<file path="config.mk">
export PLATFORM = sky130hd
export DESIGN_NAME = semaforo_monitor
export DESIGN_NICKNAME = d
export VERILOG_FILES = /design/src/rtl/semaforo_monitor.sv
export SDC_FILE = /design/constraint.sdc
export NUM_CORES = 1
export LEC_CHECK = 0
export ABC_AREA = 0
export BUFFER_PORTS_ARGS = -buffer_cell sky130_fd_sc_hd__buf_2
export CELL_PAD_IN_SITES_DETAIL_PLACEMENT = 1
export CELL_PAD_IN_SITES_GLOBAL_PLACEMENT = 1
export CORE_UTILIZATION = 45
export CTS_BUF_LIST = sky130_fd_sc_hd__clkbuf_8
export CTS_CLUSTER_DIAMETER = 100
export DETAILED_ROUTE_END_ITERATION = 8
export PLACE_DENSITY_LB_ADDON = 0.1
export SETUP_SLACK_MARGIN = 0.2
export SYNTH_ARGS = -nofsm -noshare
export SYNTH_HDL_FRONTEND = slang
export SYNTH_SLANG_ARGS = --single-unit
export TNS_END_PERCENT = 100
</file>
<file path="constraint.sdc">
create_clock -name CLK100MHZ -period 3.19 [get_ports CLK100MHZ]
set_clock_uncertainty 0.1 [all_clocks]
set_input_delay 0.1595 -clock CLK100MHZ [delete_from_list [all_inputs] [get_ports CLK100MHZ]]
set_output_delay 0.1595 -clock CLK100MHZ [all_outputs]
set_load 0.02 [all_outputs]
</file>
<file path="src/rtl/semaforo_monitor.sv">
// rtl/semaforo_monitor.sv - independent lamp-sequence checker for the two-way traffic-light controller
//
// Purpose: decodes the four lamp drives of the controller into per-light
// states, checks transition order, right-of-way conflicts and amber/green
// durations, and keeps a sticky first-fault code plus a saturating fault count.
//
// Ports:
//   CLK100MHZ    in   system clock
//   RST          in   asynchronous active-high reset
//   CLR          in   synchronous single-cycle fault clear
//   R16, G16     in   light 1 red/green lamp drives (asynchronous to CLK100MHZ)
//   R17, G17     in   light 2 red/green lamp drives (asynchronous to CLK100MHZ)
//   FAULT        out  sticky fault flag
//   FAULT_CODE   out  code of the first fault since the last clear
//   FAULT_COUNT  out  number of cycles containing a fault event, saturating at 255
//   L1_STATE     out  decoded light 1 state (0 dark, 1 red, 2 green, 3 amber)
//   L2_STATE     out  decoded light 2 state
module semaforo_monitor #(
  parameter int unsigned TICKS_PER_SEC = 100000000,
  parameter int unsigned MIN_AMBER_S   = 5,
  parameter int unsigned MAX_GREEN_S   = 10
) (
  input  logic       CLK100MHZ,
  input  logic       RST,
  input  logic       CLR,
  input  logic       R16,
  input  logic       G16,
  input  logic       R17,
  input  logic       G17,
  output logic       FAULT,
  output logic [2:0] FAULT_CODE,
  output logic [7:0] FAULT_COUNT,
  output logic [1:0] L1_STATE,
  output logic [1:0] L2_STATE
);

  localparam int unsigned   CW        = (TICKS_PER_SEC > 1) ? $clog2(TICKS_PER_SEC) : 1;
  localparam logic [CW-1:0] CNT_MAX   = CW'(TICKS_PER_SEC - 1);
  localparam logic [5:0]    MAX_GREEN = 6'(MAX_GREEN_S);
  localparam logic [6:0]    MIN_AMBER = 7'(MIN_AMBER_S);

  // Encoding equals {G,R} of the lamp pair, so decoding is a plain bit swap.
  typedef enum logic [1:0] {
    DARK  = 2'd0,
    RED   = 2'd1,
    GREEN = 2'd2,
    AMBER = 2'd3
  } lamp_e;

  // Synchronizer bit order: {R16, G16, R17, G17}
  logic [3:0]    sync1_q, sync2_q;

  lamp_e         state_q [2];
  lamp_e         cur     [2];
  logic [CW-1:0] cnt_q   [2];
  logic [CW-1:0] cnt_d   [2];
  logic [5:0]    sec_q   [2];
  logic [5:0]    sec_d   [2];
  logic [6:0]    sec_exit[2];

  logic [1:0]    trans, wrap, illegal, short_amber, long_green;
  logic          conflict_now, conflict_q;
  logic [5:1]    ev;
  logic          any_ev;
  logic [2:0]    code_sel;

  logic          fault_q, fault_d;
  logic [2:0]    code_q, code_d;
  logic [7:0]    count_q, count_d;

  assign cur[0] = lamp_e'({sync2_q[2], sync2_q[3]});
  assign cur[1] = lamp_e'({sync2_q[0], sync2_q[1]});

  // Per-light transition detection, legality and phase timing
  always_comb begin
    for (int i = 0; i < 2; i++) begin
      trans[i]    = (cur[i] != state_q[i]);
      wrap[i]     = (cnt_q[i] == CNT_MAX);
      // Seconds including the cycle being evaluated, so a phase held for
      // exactly k seconds reads k when it ends.
      sec_exit[i] = {1'b0, sec_q[i]} + {6'd0, wrap[i]};
      illegal[i]  = trans[i] &&
                    ((state_q[i] == GREEN && cur[i] == RED)   ||
                     (state_q[i] == RED   && cur[i] == AMBER) ||
                     (state_q[i] == AMBER && cur[i] == GREEN));
      short_amber[i] = trans[i] && state_q[i] == AMBER && cur[i] == RED &&
                       sec_exit[i] < MIN_AMBER;
      // Seconds only pass MAX_GREEN once per phase, so this fires once.
      long_green[i]  = !trans[i] && cur[i] == GREEN && wrap[i] && sec_q[i] == MAX_GREEN;

      cnt_d[i] = cnt_q[i];
      sec_d[i] = sec_q[i];
      if (trans[i]) begin
        cnt_d[i] = '0;
        sec_d[i] = '0;
      end else if (wrap[i]) begin
        cnt_d[i] = '0;
        if (sec_q[i] != 6'd63) sec_d[i] = sec_q[i] + 6'd1;
      end else begin
        cnt_d[i] = cnt_q[i] + CW'(1);
      end
    end
  end

  // Event collection and fault bookkeeping
  always_comb begin
    conflict_now = (cur[0] inside {GREEN, AMBER}) && (cur[1] inside {GREEN, AMBER});
    ev[1]  = conflict_now && !conflict_q;
    ev[2]  = illegal[0];
    ev[3]  = illegal[1];
    ev[4]  = |short_amber;
    ev[5]  = |long_green;
    any_ev = |ev;

    code_sel = 3'd0;
    for (int k = 5; k >= 1; k--) begin
      if (ev[k]) code_sel = 3'(k);
    end

    fault_d = fault_q;
    code_d  = code_q;
    count_d = count_q;
    if (CLR) begin
      // A same-cycle event survives the clear as the first fault.
      fault_d = any_ev;
      code_d  = code_sel;
      count_d = any_ev ? 8'd1 : 8'd0;
    end else if (any_ev) begin
      fault_d = 1'b1;
      if (!fault_q) code_d = code_sel;
      if (count_q != 8'hFF) count_d = count_q + 8'd1;
    end
  end

  always_ff @(posedge CLK100MHZ or posedge RST) begin
    if (RST) begin
      sync1_q    <= '0;
      sync2_q    <= '0;
      conflict_q <= 1'b0;
      fault_q    <= 1'b0;
      code_q     <= '0;
      count_q    <= '0;
      for (int i = 0; i < 2; i++) begin
        state_q[i] <= DARK;
        cnt_q[i]   <= '0;
        sec_q[i]   <= '0;
      end
    end else begin
      sync1_q    <= {R16, G16, R17, G17};
      sync2_q    <= sync1_q;
      conflict_q <= conflict_now;
      fault_q    <= fault_d;
      code_q     <= code_d;
      count_q    <= count_d;
      for (int i = 0; i < 2; i++) begin
        state_q[i] <= cur[i];
        cnt_q[i]   <= cnt_d[i];
        sec_q[i]   <= sec_d[i];
      end
    end
  end

  assign FAULT       = fault_q;
  assign FAULT_CODE  = code_q;
  assign FAULT_COUNT = count_q;
  assign L1_STATE    = state_q[0];
  assign L2_STATE    = state_q[1];

endmodule

</file>
# Word-level counts from Yosys, hierarchy flattened
# Index checks and enable logic that the tools add are counted.
# word_totals
elab_cells	111
out_inout_bits	16
inputBits	7
register_bits	91
# op_classes
n_eq_ne	22
order_cmp	2
add_sub_neg	7
reduce_logical	44
n_mux	24
# op_table
cell	n
$mux W27	4
$add A27 B1 Y27 const B	2
$eq A27 B27 Y1 const B	2
$mux W6	6
$mux W3	8
$mux W8	3
$logic_and A1 B1 Y1	22
$eq A2 B2 Y1 const B	8
$reduce_bool A2 Y1	8
$add A6 B1 Y7	2
$lt A7 B3 Y1 const B	2
$add A6 B1 Y6 const B	2
$eq A6 B4 Y1 const B	2
$ne A6 B6 Y1 const B	2
$add A8 B1 Y8 const B	1
$eq A2 B1 Y1 const B	4
$ne A8 B8 Y1 const B	1
$reduce_and A2 Y1	4
$reduce_or A7 Y1	1
$logic_or A1 B1 Y1	4
$ne A2 B2 Y1	2
$reduce_or A2 Y1	2
$logic_not A1 Y1	3
$mux W1	3
$ne A2 B2 Y1 const B	1

# Depth between registers and ports, before layout
# Gate-level depths: netlist of the first run.
# logic_depth
ltp_word	14
ltp_mapped	14
depth_no_buf	12

# Worst setup path after synthesis of the first run
# OpenSTA, ideal clock, no wires.
# synth_path
path_type	register -> register
from	register cnt_q[0] (netlist bit)
to	register count_q[3] (netlist: FAULT_COUNT[3])
n_path_buf	2
arrival_time_ns	2.776
setup_ns	0.120
synth_period_minus_slack_ns	2.995
path_slack_ns	0.195
t_required_ns	2.970
path_stages_with_launch	14
path_cell_list	dfrtp_1 ha_1 and3_1 clkbuf_1 nand3_1 nor3_2 ha_1 o21ai_0 a22oi_1 o41ai_2 nand4b_4 buf_12 a311oi_1 a31o_1
# synth_between
elab_chain_cells	7
elab_cells_between_ends	9
cone_classes	add/sub: 1; order compare: 1; eq/ne: 1; reduce/logical: 6
# synth_lines
element	line	rtl
start: declaration	55	logic [CW-1:0] cnt_q [2];
start signal: indexed assignment	157	cnt_q[i] <= cnt_d[i];
$eq A27 B27 Y1 (*)	78	wrap[i] = (cnt_q[i] == CNT_MAX);
$add A6 B1 Y7	81	sec_exit[i] = {1'b0, sec_q[i]} + {6'd0, wrap[i]};
$lt A7 B3 Y1	87	sec_exit[i] < MIN_AMBER;
$logic_and A1 B1 Y1	86	short_amber[i] = trans[i] && state_q[i] == AMBER && cur[i] == RED &&
$reduce_or A7 Y1 (*)	113	any_ev = |ev;
$reduce_bool A2 Y1 (no line) (*)	--	
$reduce_and A2 Y1 (no line) (*)	--	
end signal: assignment	154	count_q <= count_d;
end: declaration	69	logic [7:0] count_q, count_d;
# Mark *: on every way between the ends. The rest lies on a longest branch, timed or not.
# A chain may end at the register's enable or synchronous reset.

# Final worst setup path of the first run
# layout_path
from	register cnt_q[52] (netlist bit)
to	register code_q[0] (netlist: FAULT_CODE[0])
# layout_between
elab_chain_cells	12
elab_cells_between_ends	19
cone_classes	add/sub: 1; order compare: 1; eq/ne: 1; mux: 8; reduce/logical: 8
# layout_lines
element	line	rtl
$eq A27 B27 Y1 (*)	78	
$add A6 B1 Y7 or $logic_and A1 B1 Y1 (tied branches)	81, 89	
$lt A7 B3 Y1 or $logic_and A1 B1 Y1 (tied branches)	87, 89	
$logic_and A1 B1 Y1 or $reduce_or A2 Y1 (tied branches)	86, 112	
$reduce_or A2 Y1 or $mux W3 (tied branches)	111, 117	
$mux W3 (4 in a row)	117	if (ev[k]) code_sel = 3'(k);
$mux W3	130	if (!fault_q) code_d = code_sel;
$mux W3	128	end else if (any_ev) begin
$mux W3	123	if (CLR) begin
end signal: assignment	153	code_q <= code_d;
end: declaration	68	logic [2:0] code_q, code_d;
# Mark *: on every way between the ends. The rest lies on a longest branch, timed or not. The select of a mux whose other input is x is not followed.

==> metrics.md, run 1 <==
| Metric | Value |
|---|---|
| Outcome | `finished, final reports clean` |
| Initial core utilization | `0.4692` |
| Post-Syn Area | `4628 µm²` |
| Slew @ Worst Pin | `809.4 ps` |
| Die W | `103.4 µm` |
| Reg power frac | `0.525` |
| F_max | `0.3233 GHz` |
| Int Pwr | `1.726 mW` |
| Crit path DAT | `3240 ps` |
| Place WS | `-79.94 ps` |
| WL per Instance | `15.09 µm` |
| Yosys reg bits | `91` |
| Setup crit end kind | `register` |
| CTS Buf Count | `9` |
| Final Hold Viols | `0` |
| Area delta synth->final | `19.09%` |
| Ys async rst share | `1.000` |
| Pin count of the biggest net entering global routing | `49` |
| Lkg Pwr | `2.424 nW` |
| Dominant synthesized flop cell | `dfrtp_1` |
| Kind of critical path | `reg2reg` |
| Leading area contributor after synthesis | `dfrtp_1` |
| I/O Buffers | `22` |
| H-Tree Level Count | `3` |
| Ratio of final minimum period to clock period | `0.9697` |
| Routed Antenna Nets | `0` |
| CTS clk-pin slew, worst paths | `90 ps` |
| Max-cap violation count | `0` |
| CTS Sinks | `91` |
| Post-synth EDFFs | `0` |
| # DRC | `0` |
| Slew HR | `0.4604` |
| # setup viols final | `0` |
| Die H | `103.4 µm` |
| Clock share of power | `0.381` |
| Sequential fraction of the synthesis area | `0.4920` |
| VDD IR max | `0.0002084 V` |
| Yosys top cell area share | `0.4920` |
| Final hold slack | `41.04 ps` |
| Layout Nets | `545` |
| Post-Syn Area per Cell | `9.996 µm²` |
| Finished Core Util | `0.5587` |
| Switching share of power | `0.2567` |
| Total grt overflow | `0` |
| Gr usage total | `0.2096` |
| Vias per Instance | `5.383` |
| Min cycle time layout | `3093 ps` |
| Row Count | `36` |
| Post-Synthesis Cells | `463` |
| Number of global-route vias before repair | `3714` |
| Area of the die | `10690 µm²` |
| Clock Path Buffers | `2` |
| Synth area leaders | `dfrtp_1, xor2_1, nor2_1` |
| Final instance area | `5512 µm²` |
| Vias | `3580` |
| FF/Latch Area | `2278 µm²` |
| Antenna cells | `0` |
| Pwr Total | `2.322 mW` |
| DRT Pass-1 Iters | `4` |
| CTS tree | `yes` |
| Setup ws final | `96.69 ps` |
| Initial antenna violation count | `0` |
| Synth Net Count | `481` |
| RSZ-0062 raised after global routing | `yes` |
| Final Max Tran Viols | `0` |
| Root Buffer | `clkbuf_8` |
| Crit start category | `register` |
| Initial DRC count | `96` |
| Max FO, Critical Path | `6` |
| Worst EP required | `3340 ps` |
| Clock insertion delay at the later pin of the skew report | `360 ps` |
| Fillers | `1117` |
| PD cells | `421.3 nW/µm²` |
| Dpl hpwl | `6807 µm` |
| Multi-input gate area | `2328 µm²` |
| Gate power share | `0.094` |
| Synth cell count leaders | `dfrtp_1, nor2_1, xor2_1` |
| Synth unique cells | `60` |
| Core ar. | `9864 µm²` |
| Yosys Warn Count | `0` |
| First-pass GRT wire length | `17380 µm` |
| Most frequent cell after synthesis | `dfrtp_1` |
| Final Wtd Congestion | `0.7365` |
| IO Pins | `23` |
| Switch Pwr | `0.5962 mW` |
| HP Class | `in2reg` |
| Share of cells above drive strength 1 | `0.2049` |
| Dpl cell area | `5050 µm²` |
| Final Routed Wirelength | `10040 µm` |
## critical path, stage by stage, from the launching register on
cell and delay (ps):
dfrtp_1 400, nor4bb_2 330, nand4_1 200, nor3_4 200
ha_4 180, ha_4 190, o22ai_2 80, a21oi_1 50
or4_1 440, o41ai_2 70, buf_4 170, nand4b_4 170
a21oi_2 80, mux2_4 310
## layout make-up
cell class / instances / area share
clock buffer: 10 / 0.02497
clock inverter: 6 / 0.01612
inverter: 16 / 0.01112
multi-input combinational: 346 / 0.4225
sequential: 91 / 0.4134
tap: 133 / 0.03019
timing repair buffer: 63 / 0.08173
## kinds of logic (layout without fill, tap and decap cells)
| kind of cell | Yosys count | in the layout | share of synthesized area |
|---|---|---|---|
| and+or+nand+nor | 219 | 220 | 0.2541 |
| muxes | 1 | 1 | 0.002433 |
| DFF | 91 | 91 | 0.4920 |
| xor gates and xnor gates | 59 | 59 | 0.1117 |
| AOI/OAI and AO/OA | 55 | 55 | 0.08246 |
| adders and majority gates | 11 | 11 | 0.02974 |
| buffers and inverters | 27 | 95 | 0.02758 |
## repair_timing
action                                 4_1_cts  5_1_grt
pin swaps                                    3        7
setup buffers                                8        3
setup endpoints to repair                   11       12
resized for setup                           10       12
hold buffers                                 5        0
endpoints found under the hold margin       47        0
cloned                                       1        0
## layout by cell type, fill, tap and decap left out, types with 6 or more instances in the layout
cell,instances
or3_1,6
xnor2_1,21
buf_2,22
o21ai_0,10
a21oi_1,13
inv_1,15
nand4_1,10
nand2_1,36
nor2_1,72
xor2_1,38
and3_1,15
clkbuf_8,10
nand3_1,24
ha_1,8
buf_4,33
dfrtp_1,90
nor3_1,7
## state kept, by name, indices dropped and copies added, names as in the netlist
| register | flops |
|---|---|
| FAULT | 1 |
| FAULT_CODE | 3 |
| FAULT_COUNT | 8 |
| L1_STATE | 2 |
| L2_STATE | 2 |
| cnt_q | 54 |
| conflict_q | 1 |
| sec_q | 12 |
| sync1_q | 4 |
| sync2_q | 4 |
## per-layer routing
layer	track usage	routed length, µm	up-vias	share of wire
met1	0.2719	4769	1809	0.48
met2	0.3576	4985	26	0.50
met4	0.07801	136	0	0.014
met5	0	0	-	0
met3	0.02823	147	11	0.015
li1	-	-	1734	-
## final timing paths
| path | start | end | slack [ps] | cells after the start |
|---|---|---|---|---|
| worst max-delay path | cnt_q[52]$_DFF_PP0_ | FAULT_CODE[0]$_DFFE_PP0P_ | 100 | 13 |
| max in group asynchronous | RST | L2_STATE[0]$_DFF_PP0_ | 1930 | 4 |
| worst min-delay path | CLR | FAULT_COUNT[2]$_DFFE_PP0P_ | 40 | 2 |
| worst max register to register | cnt_q[52]$_DFF_PP0_ | FAULT_CODE[0]$_DFFE_PP0P_ | 100 | 13 |
| min in group asynchronous | RST | cnt_q[1]$_DFF_PP0_ | 360 | 3 |
| worst min register to register | sync1_q[0]$_DFF_PP0_ | sync2_q[0]$_DFF_PP0_ | 260 | 0 |
## through the flow
stage	setup TNS [ps]	std cells
6_report	0	665
5_1_grt	-495.1	665
4_1_cts	0	662
3_5_place_dp	-243.0	632
3_3_place_gp	0	632
2_1_floorplan	0	463
## power by group through the flow
stage	registers (mW)	clock network, mW	logic (mW)
2_1_floorplan	1.25	0	0.124
3_3_place_gp	1.24	0	0.192
3_5_place_dp	1.24	0	0.197
4_1_cts	1.22	0.916	0.217
5_1_grt	1.23	0.952	0.245
6_report	1.22	0.884	0.218
Note: power is estimated with default switching activity, not from simulation.
==> inputs of run 2 (changes only) <==
--- a/config.mk
+++ b/config.mk
@@ -9,7 +9,7 @@
 export BUFFER_PORTS_ARGS = -buffer_cell sky130_fd_sc_hd__buf_2
 export CELL_PAD_IN_SITES_DETAIL_PLACEMENT = 1
 export CELL_PAD_IN_SITES_GLOBAL_PLACEMENT = 1
-export CORE_UTILIZATION = 45
+export CORE_UTILIZATION = 50
 export CTS_BUF_LIST = sky130_fd_sc_hd__clkbuf_8
 export CTS_CLUSTER_DIAMETER = 100
 export DETAILED_ROUTE_END_ITERATION = 8
==> constraint.sdc (replaced) <==
create_clock -name CLK100MHZ -period 3.57 [get_ports CLK100MHZ]
set_clock_uncertainty 0.1 [all_clocks]
set_input_delay 0.1785 -clock CLK100MHZ [delete_from_list [all_inputs] [get_ports CLK100MHZ]]
set_output_delay 0.1785 -clock CLK100MHZ [all_outputs]
set_load 0.02 [all_outputs]
==> run 2 against run 1 <==
Effect of this change: critical path type unchanged; final cell count shrank 8.4%; clock-buffer cell count is 1 lower; clock power decreased by 17%; first-iteration DRC count is 24% higher; worst setup slack improved by 230 ps; non-clock buffer count decreased by 31; largest power group unchanged; die area decreased by 9.8%.
==> metrics.md, run 2 (synthesis results as in run 1) <==
| Metric | Value |
|---|---|
| WL per Instance | `15.94 µm` |
| Layout Nets | `514` |
| Max-cap violation count | `0` |
| WL met1 | `4561 µm` |
| CTS Sinks | `91` |
| R2r worst-path depth | `12` |
| Worst setup path startpoint | `cnt_q[35]$_DFF_PP0_` |
| FF/Latch Area | `2281 µm²` |
| RSZ-0062 raised after global routing | `no` |
| Max FFs per register | `54` |
| Setup TNS | `0 ps` |
| Kind of critical path | `reg2reg` |
| Final Hold Viols | `0` |
| Final Max Tran Viols | `0` |
| Total grt overflow | `0` |
| Ratio of final minimum period to clock period | `0.9082` |
| Slew HR | `0.3444` |
| Gr usage total | `0.2173` |
| R2r endpoint | `FAULT_CODE[0]$_DFFE_PP0P_` |
| Fillers | `1011` |
| # setup viols final | `0` |
| Clock Path Buffers | `2` |
| Crit path DAT | `3400 ps` |
| Worst reg2reg path startpoint | `cnt_q[35]$_DFF_PP0_` |
| PD cells | `384.9 nW/µm²` |
| HP Class | `in2reg` |
| Min cycle time layout | `3242 ps` |
| Vias | `3483` |
| Pin count of the biggest net entering global routing | `57` |
| Die H | `98.21 µm` |
| Share of cells above drive strength 1 | `0.1497` |
| Worst EP required | `3730 ps` |
| VDD IR max | `0.0001782 V` |
| Die W | `98.21 µm` |
| Initial DRC count | `119` |
| Reg with most FFs | `cnt_q` |
| Initial antenna violation count | `0` |
| Critical Path End | `FAULT_CODE[0]$_DFFE_PP0P_` |
| Uppermost layer routed | `met4` |
| Initial core utilization | `0.5230` |
| Root Buffer | `clkbuf_8` |
| Lkg Pwr | `2.231 nW` |
| CTS Buf Count | `9` |
| Core ar. | `8848 µm²` |
| CTS tree | `yes` |
| Antenna cells | `0` |
| Row Count | `34` |
| I/O Buffers | `22` |
| Commonest cells after routing, fill and taps aside | `dfrtp_1, nor2_1, xor2_1` |
| Final hold slack | `49.79 ps` |
| Final Wtd Congestion | `0.8286` |
| Dpl hpwl | `6514 µm` |
| Reg-to-reg slack, setup | `330 ps` |
| Routed Antenna Nets | `0` |
| Clock insertion delay at the later pin of the skew report | `370 ps` |
| IO Pins | `23` |
| Max FO, Critical Path | `7` |
| WL met2 | `4837 µm` |
| DR WL met3 | `185 µm` |
| Slew @ Worst Pin | `982.3 ps` |
| Number of global-route vias before repair | `3651` |
| Multi-input gate area | `2312 µm²` |
| Crit start category | `register` |
| Area of the die | `9645 µm²` |
| Setup crit end kind | `register` |
| CTS clk-pin slew, worst paths | `90 ps` |
| DRT Pass-1 Iters | `8` |
| Area delta synth->final | `12.46%` |
| Final Routed Wirelength | `9710 µm` |
| First-pass GRT wire length | `16960 µm` |
| F_max | `0.3084 GHz` |
| Vias per Instance | `5.719` |
| Commonest non-fill, non-tap cell in the layout | `dfrtp_1` |
| # DRC | `0` |
| H-Tree Level Count | `3` |
| Outcome | `finished, final reports clean` |
## run 2: cell types whose count changed in the layout (fill, tap and decap cells not counted), moves of 2 or more
cell and delta:
buf_4 -29, inv_6 +5, o21ai_0 +5, o21ai_1 -4
a21oi_1 +2, a21oi_2 -2, buf_6 -2, dfrtp_1 -2
dfrtp_2 +2, ha_4 -2
## run 2: final cells by class
class	count	share of cell area
clock buffer	9	0.02380
clock inverter	7	0.01563
inverter	16	0.01178
multi-input combinational	346	0.4442
sequential	91	0.4382
tap	108	0.02596
timing repair buffer	32	0.04038
## run 2: power by group
part	total [mW]	switching [mW]	internal, mW	leakage [nW]
Sequential	1.09	0.0328	1.06	1.23
Clock	0.736	0.400	0.336	0.102
Combinational	0.178	0.116	0.0619	0.903
Total	2.00	0.549	1.45	2.23
## run 2: through the flow
stage                     cell area, µm²    util  worst slack (ps)  std cells  power, mW
after floorplan                     4628       -             574.6        463      1.230
after global placement              4827  0.5455             267.9        583      1.270
after detailed placement            4827  0.5455             101.8        583      1.278
after CTS                           5094  0.5757             209.4        604      2.019
after global routing                5205  0.5882             137.7        609      2.091
final                               5205  0.5882             327.6        609      2.003
## run 2: how the worst min path moves through the flow
stage / start / endpoint / slack, ps / depth (start not counted)
3_3_place_gp: R17 / sync1_q[1]$_DFF_PP0_ / 190 / 1
6_report: CLR / FAULT_COUNT[2]$_DFFE_PP0P_ / 50 / 2
4_1_cts: CLR / FAULT_COUNT[2]$_DFFE_PP0P_ / 40 / 2
2_1_floorplan: G17 / sync1_q[0]$_DFF_PP0_ / 110 / 0
5_1_grt: CLR / FAULT_COUNT[2]$_DFFE_PP0P_ / 50 / 2
3_5_place_dp: R17 / sync1_q[1]$_DFF_PP0_ / 190 / 1
## run 2: metal layers
metal,vias to the layer above,GRT usage
met3,10,0.03865
li1,1680,-
met4,0,0.07118
met1,1762,0.2820
met5,-,0
met2,31,0.3694
## run 2: worst max-delay path, cell delays in order (launching register included)
cell and delay, ps:
dfrtp_2 460, nor4b_1 310, nand4_1 190, nor3_4 250
ha_2 230, ha_1 230, o22ai_1 110, a21oi_1 70
or4_4 440, o41ai_4 80, nand4b_4 260, a21oi_1 90
mux2_1 310
## run 2: timing repair
action,CTS,global route
pin swaps,0,5
buffers inserted,0,4
gates resized for setup,2,15
hold endpoints to repair,59,0
cloned,0,1
setup endpoints to repair,8,10
hold buffers,5,0
